$ cat src/rtl/sdram_pkg.sv
// Shared constants, init FSM states and command decode helper for the SDRAM command sequencer.
// Used by sdram_cmd_sequencer and sdram_refresh_timer (SDRAM_REF_DEBT_EN selects refresh debt mode).
package sdram_pkg;

  localparam logic [2:0] CMD_NOP       = 3'b000;
  localparam logic [2:0] CMD_READA     = 3'b001;
  localparam logic [2:0] CMD_WRITEA    = 3'b010;
  localparam logic [2:0] CMD_PRECHARGE = 3'b011;

  localparam int unsigned DEF_ASIZE        = 23;
  localparam int unsigned DEF_REF_PER      = 1024;
  localparam int unsigned DEF_INIT_PER     = 24000;
  localparam int unsigned DEF_INIT_GAP     = 20;
  localparam int unsigned DEF_INIT_REF_CNT = 8;
  localparam int unsigned DEF_DEBT_MAX     = 4;

  typedef enum logic [2:0] {
    ST_WAIT,
    ST_PRE,
    ST_REF,
    ST_LMR,
    ST_DONE
  } init_state_t;

  typedef struct packed {
    logic nop;
    logic reada;
    logic writea;
    logic precharge;
  } cmd_dec_t;

  // One-hot decode of the host command; reserved codes decode to all-low.
  function automatic cmd_dec_t decode_cmd(input logic [2:0] cmd);
    cmd_dec_t d;
    d = '0;
    case (cmd)
      CMD_NOP:       d.nop       = 1'b1;
      CMD_READA:     d.reada     = 1'b1;
      CMD_WRITEA:    d.writea    = 1'b1;
      CMD_PRECHARGE: d.precharge = 1'b1;
      default:       d           = '0;
    endcase
    return d;
  endfunction

endpackage

$ cat src/rtl/sdram_refresh_timer.sv
// Periodic refresh timer with postponed-refresh debt tracking.
// SDRAM_REF_DEBT_EN defined: debt counts up to DEBT_MAX; undefined: single sticky request.
module sdram_refresh_timer
  import sdram_pkg::*;
#(
  parameter int unsigned REF_PER  = DEF_REF_PER,
  parameter int unsigned DEBT_MAX = DEF_DEBT_MAX
) (
  input  logic CLK,
  input  logic RESET,
  input  logic init_done,
  input  logic ref_ack,
  output logic ref_req,
  output logic ref_urgent
);

`ifdef SDRAM_REF_DEBT_EN
  localparam int unsigned DMAX = DEBT_MAX;
`else
  localparam int unsigned DMAX = 1;
`endif
  localparam int unsigned TMR_W  = $clog2(REF_PER);
  localparam int unsigned DEBT_W = $clog2(DMAX + 1);
  localparam logic [TMR_W-1:0]  RELOAD   = TMR_W'(REF_PER - 1);
  localparam logic [DEBT_W-1:0] DEBT_TOP = DEBT_W'(DMAX);

  logic              running, running_nxt;
  logic [TMR_W-1:0]  tmr, tmr_nxt;
  logic [DEBT_W-1:0] debt, debt_nxt;
  logic              inc, dec;

  // Timer stays idle until init completes, then free-runs.
  always_comb begin
    running_nxt = running;
    tmr_nxt     = tmr;
    debt_nxt    = debt;
    inc         = running && (tmr == '0);
    dec         = ref_ack && (debt != '0);
    if (!running) begin
      if (init_done) begin
        running_nxt = 1'b1;
        tmr_nxt     = RELOAD;
      end
    end else if (tmr == '0) begin
      tmr_nxt = RELOAD;
    end else begin
      tmr_nxt = tmr - TMR_W'(1);
    end
`ifndef SDRAM_REF_DEBT_EN
    if (running && ref_ack) tmr_nxt = RELOAD;
`endif
    // Coincident expiry and acknowledge cancel out.
    if (inc && !dec) begin
      if (debt != DEBT_TOP) debt_nxt = debt + DEBT_W'(1);
    end else if (dec && !inc) begin
      debt_nxt = debt - DEBT_W'(1);
    end
  end

  always_ff @(posedge CLK or posedge RESET) begin
    if (RESET) begin
      running    <= 1'b0;
      tmr        <= '0;
      debt       <= '0;
      ref_req    <= 1'b0;
      ref_urgent <= 1'b0;
    end else begin
      running    <= running_nxt;
      tmr        <= tmr_nxt;
      debt       <= debt_nxt;
      ref_req    <= (debt_nxt != '0);
      ref_urgent <= (debt_nxt == DEBT_TOP);
    end
  end

endmodule

$ cat src/rtl/sdram_cmd_sequencer.sv
// SDRAM command sequencer: registered command decode, power-up init sequence, refresh scheduling.
// Build option SDRAM_REF_DEBT_EN enables multi-entry refresh debt in sdram_refresh_timer.
module sdram_cmd_sequencer
  import sdram_pkg::*;
#(
  parameter int unsigned ASIZE        = DEF_ASIZE,
  parameter int unsigned REF_PER      = DEF_REF_PER,
  parameter int unsigned INIT_PER     = DEF_INIT_PER,
  parameter int unsigned INIT_GAP     = DEF_INIT_GAP,
  parameter int unsigned INIT_REF_CNT = DEF_INIT_REF_CNT,
  parameter int unsigned DEBT_MAX     = DEF_DEBT_MAX
) (
  input  logic             CLK,
  input  logic             RESET,
  input  logic [2:0]       CMD,
  input  logic [ASIZE-1:0] ADDR,
  input  logic             CM_ACK,
  input  logic             REF_ACK,
  output logic             NOP,
  output logic             READA,
  output logic             WRITEA,
  output logic             PRECHARGE,
  output logic [ASIZE-1:0] SADDR,
  output logic             IPRECHARGE,
  output logic             REFRESH,
  output logic             LOAD_MODE,
  output logic             INIT_REQ,
  output logic             INIT_DONE,
  output logic             REF_REQ,
  output logic             REF_URGENT,
  output logic             CMD_ACK
);

  localparam int unsigned CNT_MAX = (INIT_PER > INIT_GAP) ? INIT_PER : INIT_GAP;
  localparam int unsigned CNT_W   = $clog2(CNT_MAX + 1);
  localparam int unsigned RC_W    = $clog2(INIT_REF_CNT + 1);
  localparam logic [CNT_W-1:0] WAIT_END = CNT_W'(INIT_PER);
  localparam logic [CNT_W-1:0] GAP_END  = CNT_W'(INIT_GAP - 1);
  localparam logic [RC_W-1:0]  RC_LAST  = RC_W'(INIT_REF_CNT - 1);

  init_state_t      state, state_nxt;
  logic [CNT_W-1:0] cnt, cnt_nxt;
  logic [RC_W-1:0]  rc, rc_nxt;
  logic             init_req_nxt, ipre_nxt, refresh_nxt, lmr_nxt, init_done_nxt;
  logic             gap_hit;
  cmd_dec_t         dec_nxt;

  assign gap_hit = (cnt == GAP_END);

  // Init sequence: power-up wait, then one pulse per INIT_GAP-clock slot.
  always_comb begin
    state_nxt     = state;
    cnt_nxt       = cnt;
    rc_nxt        = rc;
    init_req_nxt  = 1'b0;
    ipre_nxt      = 1'b0;
    refresh_nxt   = 1'b0;
    lmr_nxt       = 1'b0;
    init_done_nxt = INIT_DONE;
    case (state)
      ST_WAIT: begin
        if (cnt == WAIT_END) begin
          state_nxt = ST_PRE;
          cnt_nxt   = '0;
        end else begin
          cnt_nxt      = cnt + CNT_W'(1);
          init_req_nxt = 1'b1;
        end
      end
      ST_PRE: begin
        if (gap_hit) begin
          ipre_nxt  = 1'b1;
          state_nxt = ST_REF;
          cnt_nxt   = '0;
        end else begin
          cnt_nxt = cnt + CNT_W'(1);
        end
      end
      ST_REF: begin
        if (gap_hit) begin
          refresh_nxt = 1'b1;
          cnt_nxt     = '0;
          if (rc == RC_LAST) begin
            rc_nxt    = '0;
            state_nxt = ST_LMR;
          end else begin
            rc_nxt = rc + RC_W'(1);
          end
        end else begin
          cnt_nxt = cnt + CNT_W'(1);
        end
      end
      ST_LMR: begin
        if (gap_hit) begin
          lmr_nxt   = 1'b1;
          state_nxt = ST_DONE;
          cnt_nxt   = '0;
        end else begin
          cnt_nxt = cnt + CNT_W'(1);
        end
      end
      ST_DONE: init_done_nxt = 1'b1;
      default: state_nxt = ST_WAIT;
    endcase
  end

  always_ff @(posedge CLK or posedge RESET) begin
    if (RESET) begin
      state      <= ST_WAIT;
      cnt        <= '0;
      rc         <= '0;
      INIT_REQ   <= 1'b0;
      IPRECHARGE <= 1'b0;
      REFRESH    <= 1'b0;
      LOAD_MODE  <= 1'b0;
      INIT_DONE  <= 1'b0;
    end else begin
      state      <= state_nxt;
      cnt        <= cnt_nxt;
      rc         <= rc_nxt;
      INIT_REQ   <= init_req_nxt;
      IPRECHARGE <= ipre_nxt;
      REFRESH    <= refresh_nxt;
      LOAD_MODE  <= lmr_nxt;
      INIT_DONE  <= init_done_nxt;
    end
  end

  // Host commands are masked to NOP until initialisation has finished.
  always_comb begin
    dec_nxt = decode_cmd(CMD);
    if (!INIT_DONE) dec_nxt = '{nop: 1'b1, reada: 1'b0, writea: 1'b0, precharge: 1'b0};
  end

  always_ff @(posedge CLK or posedge RESET) begin
    if (RESET) begin
      NOP       <= 1'b0;
      READA     <= 1'b0;
      WRITEA    <= 1'b0;
      PRECHARGE <= 1'b0;
      SADDR     <= '0;
      CMD_ACK   <= 1'b0;
    end else begin
      NOP       <= dec_nxt.nop;
      READA     <= dec_nxt.reada;
      WRITEA    <= dec_nxt.writea;
      PRECHARGE <= dec_nxt.precharge;
      SADDR     <= ADDR;
      CMD_ACK   <= CM_ACK & ~CMD_ACK;
    end
  end

  sdram_refresh_timer #(
    .REF_PER  (REF_PER),
    .DEBT_MAX (DEBT_MAX)
  ) u_refresh_timer (
    .CLK        (CLK),
    .RESET      (RESET),
    .init_done  (INIT_DONE),
    .ref_ack    (REF_ACK),
    .ref_req    (REF_REQ),
    .ref_urgent (REF_URGENT)
  );

endmodule

$ cat config.mk
export PLATFORM = sky130hd
export DESIGN_NAME = sdram_cmd_sequencer
export DESIGN_NICKNAME = d
export VERILOG_FILES = /design/src/rtl/sdram_pkg.sv /design/src/rtl/sdram_refresh_timer.sv /design/src/rtl/sdram_cmd_sequencer.sv
export SDC_FILE = /design/constraint.sdc
export NUM_CORES = 1
export LEC_CHECK = 0
export ABC_AREA = 1
export BUFFER_PORTS_ARGS = -buffer_cell sky130_fd_sc_hd__buf_4
export CORE_MARGIN = 4
export CORE_UTILIZATION = 54
export DETAILED_ROUTE_END_ITERATION = 10
export GPL_ROUTABILITY_DRIVEN = 0
export PLACE_DENSITY = 0.79
export SYNTH_ARGS = -nofsm -noshare
export SYNTH_HDL_FRONTEND = slang
export SYNTH_SLANG_ARGS = --single-unit
$ cat constraint.sdc
create_clock -name CLK -period 2.35 [get_ports CLK]
set_input_delay 0.1175 -clock CLK [delete_from_list [all_inputs] [get_ports CLK]]
set_output_delay 0.1175 -clock CLK [all_outputs]
set_load 0.02 [all_outputs]
==> run metrics <==
met2 Use GR 41.9%; register area share after synthesis 56.4%; FFs w/ async S/R, synth 100%; min Tclk post-route 1950 ps; total global routing overflow 0; Pwr Total 2.40 mW; critical path buffer and inverter count 1; I/O pins 65; Worst Hold Class in2reg; CP endpoint kind flip-flop; Fill cells 356; antenna violations before repair 1; H-tree Lvls 3; post-route ant nets 0; Pwr Density 597 mW/mm^2; Die X 82.2 um; # setup viols final 0; post-DR vias/cell 5.04; RR Endpoint u_refresh_timer.ref_req$_DFFE_PP0P_; reg2reg path depth 9; Syn Nets 373; Top delay family on crit path simple AND/OR/NAND/NOR gates; Arr. time, crit path 2180 ps; simple logic cell fraction of the synthesized area 26.7%; Yosys top cell by area dfrtp_1; LEAKAGE 2.14 nW; Worst-Margin Slew 634 ps; most common cell in the synthesized netlist nand2_1; Synth warnings 0; R2R Path Start u_refresh_timer.tmr[0]$_DFFE_PP0P_; clock tree sinks 67; Area after DPL 0.00354 sq mm; met3 Use GR 8.46%; Layout area overhead 35.5%; hold endpoint u_refresh_timer.tmr[4]$_DFFE_PP0P_; top post-synthesis cells by area dfrtp_1, nand2_1, inv_1; FMAX 512 MHz; Crit Path Max Fanout 4; Post-Place Cells 471; Initial Utilization 57.1%; PortBufs 64; Final Core Density 77.4%; later-pin clock latency in the skew report 340 ps; met1 Resource Use GR 29.6%; Core Footprint 0.00520 sq mm; clock tree from TritonCTS done; DR vias 2601; final WL 7420 um; Adder-Cell Fraction of Synth Area 2.11%; Syn Inst Count 338; layout cells sized above 1 23.1%; type of origin of the critical path flip-flop; Main synth FF type dfrtp_1; Avg WL per Cell 14.4 um; largest family of logic cells by synthesized area simple AND/OR/NAND/NOR gates; largest net degree at the start of global routing 41; EDFF count, synth 0; CTS max path bufs 2; Crit path largest cell delay 420 ps; setup tns final 0 ps; DRC viols 0; CP max-delay cell dfrtp_1; max cap viols 0; vias in the first global route 2607; Synth top area share 56.4%; Detailed Routing Iterations Pass 1 5; CTS root buf clkbuf_8; NumNets Final 476; CP Class reg2reg; post-layout instance area 0.00403 sq mm; setup bufs post-CTS 0; HPWL after DPL 4450 um; clock skew 6.54 ps; worst hold stages 3; Mapped Area 0.00297 sq mm; CTS Buf Count 9; fin crit share 83.0%; hold path start REF_ACK; Slew HR 57.7%; Initial DRC Count 181; Post-synth top cells nand2_1, dfrtp_1, inv_1; status finished, final reports clean; CP startpoint u_refresh_timer.tmr[0]$_DFFE_PP0P_; RSZ-0062 raised after global routing false; Row Count 26; Compound-Gate Fraction of Synth Area 4.67%; die area 0.00675 sq mm; CP required 2580 ps; Post-Synth XOR/XNOR Area 1.47%; max-slew violations 0; Global Route Usage Sum 25.1%; worst reg2reg setup slack 400 ps; Die Span Y 82.2 um; first-pass GRT wire length 12500 um; GRT busiest layer met2; Hold Fails Final Rpt 0; worst vdd ir 0.391 mV; Synth cell types 31; post-synthesis mux area share 0%; clock transition at the registers of the reported paths 70 ps; crit-path cells inv_1 -> ha_1 -> nand2_1 -> nor2_1 -> nand3_1 -> nor2_1 -> ha_1 -> nor3_1 -> a21oi_1; Final Non-Filler Cells 516; Synth Register Bits 67; Mean Syn Cell Area 8.79 sq um
per-layer routing:
layer | share of wire, % | wire length [um]
met5 | 0 | 0
met4 | 3.3 | 243
met3 | 6.1 | 453
met2 | 51 | 3770
met1 | 40 | 2960
how the worst max path moves through the flow:
| stage | to | slack, ps | depth (start not counted) |
|---|---|---|---|
| 3_5_place_dp | u_refresh_timer.ref_req$_DFFE_PP0P_ | 540 | 9 |
| 5_1_grt | u_refresh_timer.ref_req$_DFFE_PP0P_ | 350 | 9 |
| 6_report | u_refresh_timer.ref_req$_DFFE_PP0P_ | 400 | 9 |
| 2_1_floorplan | CMD_ACK$_DFF_PP0_ | 550 | 1 |
| 4_1_cts | u_refresh_timer.ref_req$_DFFE_PP0P_ | 540 | 9 |
| 3_3_place_gp | u_refresh_timer.ref_req$_DFFE_PP0P_ | 660 | 9 |
per-stage QoR:
step | setup WS (ps) | hold WS (ps)
detailed placement | 543 | 227
CTS | 541 | 127
global route | 352 | 162
global placement | 660 | 222
finish | 398 | 162
floorplan | 549 | 149
cell type report:
cell class / count / area, sq um / area share (%)
Timing Repair Buffer: 94 / 791 / 19.6
Multi-Input combinational cell: 206 / 1040 / 25.8
Inverter: 63 / 236 / 5.87
Clock inverter: 2 / 35.0 / 0.870
Clock buffer: 13 / 159 / 3.95
Tap cell: 70 / 87.6 / 2.17
Antenna cell: 1 / 2.50 / 0.0621
Sequential cell: 67 / 1680 / 41.6
power breakdown:
group          switching, mW  total (mW)  internal (mW)  leakage [nW]
Sequential            0.0181        1.20           1.18         0.801
Combinational          0.127       0.248          0.121          1.23
Clock                  0.414       0.955          0.541        0.0995
Total                  0.559        2.40           1.85          2.14
repair_timing:
item,CTS,global route
setup endpoints to repair,0,0
hold buffers,29,0
endpoints found under the hold margin,54,0
gates resized for setup,0,0
kinds of logic after synthesis:
kind of cell             Yosys count
AO/OA/AOI/OAI                     23
XOR/XNOR                           5
adder cells (fa/ha/maj)            5
buffers and inverters             65
flip-flops                        67
AND/OR/NAND/NOR                  173
worst register-to-register path: stages (launching register included):
cell and delay, ps:
dfrtp_1 420, inv_1 80, ha_1 190, nand2_1 120, nor2_1 200, nand3_1 170
nor2_1 140, ha_1 270, nor3_1 190, a21oi_1 60
flip-flops by register name, summed over array words and instances, names as in the netlist:
signal / flops
READA: 1
INIT_REQ: 1
SADDR: 23
u_refresh_timer.running: 1
u_refresh_timer.tmr: 10
WRITEA: 1
CMD_ACK: 1
NOP: 1
PRECHARGE: 1
LOAD_MODE: 1
cnt: 15
REFRESH: 1
u_refresh_timer.ref_req: 1
state: 3
INIT_DONE: 1
rc: 4
IPRECHARGE: 1
layout by cell type, fill, tap and decap left out, types with 2 or more instances in the layout:
| master | instances |
|---|---|
| o21bai_1 | 2 |
| o21ai_0 | 9 |
| ha_1 | 5 |
| clkbuf_1 | 2 |
| nor2_2 | 6 |
| o22ai_1 | 3 |
| nor3_1 | 5 |
| nand4_1 | 5 |
| buf_4 | 64 |
| or2_2 | 2 |
| nand2_4 | 3 |
| nand2_2 | 6 |
| xor2_1 | 4 |
| nand3_1 | 18 |
| o31ai_1 | 2 |
| a21oi_1 | 3 |
| inv_2 | 4 |
| clkbuf_8 | 11 |
| nand2_1 | 82 |
| o211ai_1 | 2 |
| dlygate4sd3_1 | 29 |
| inv_1 | 58 |
| nor2_1 | 40 |
| dfrtp_1 | 67 |
| nand3b_1 | 2 |
Note: power is estimated with default switching activity, not from simulation.
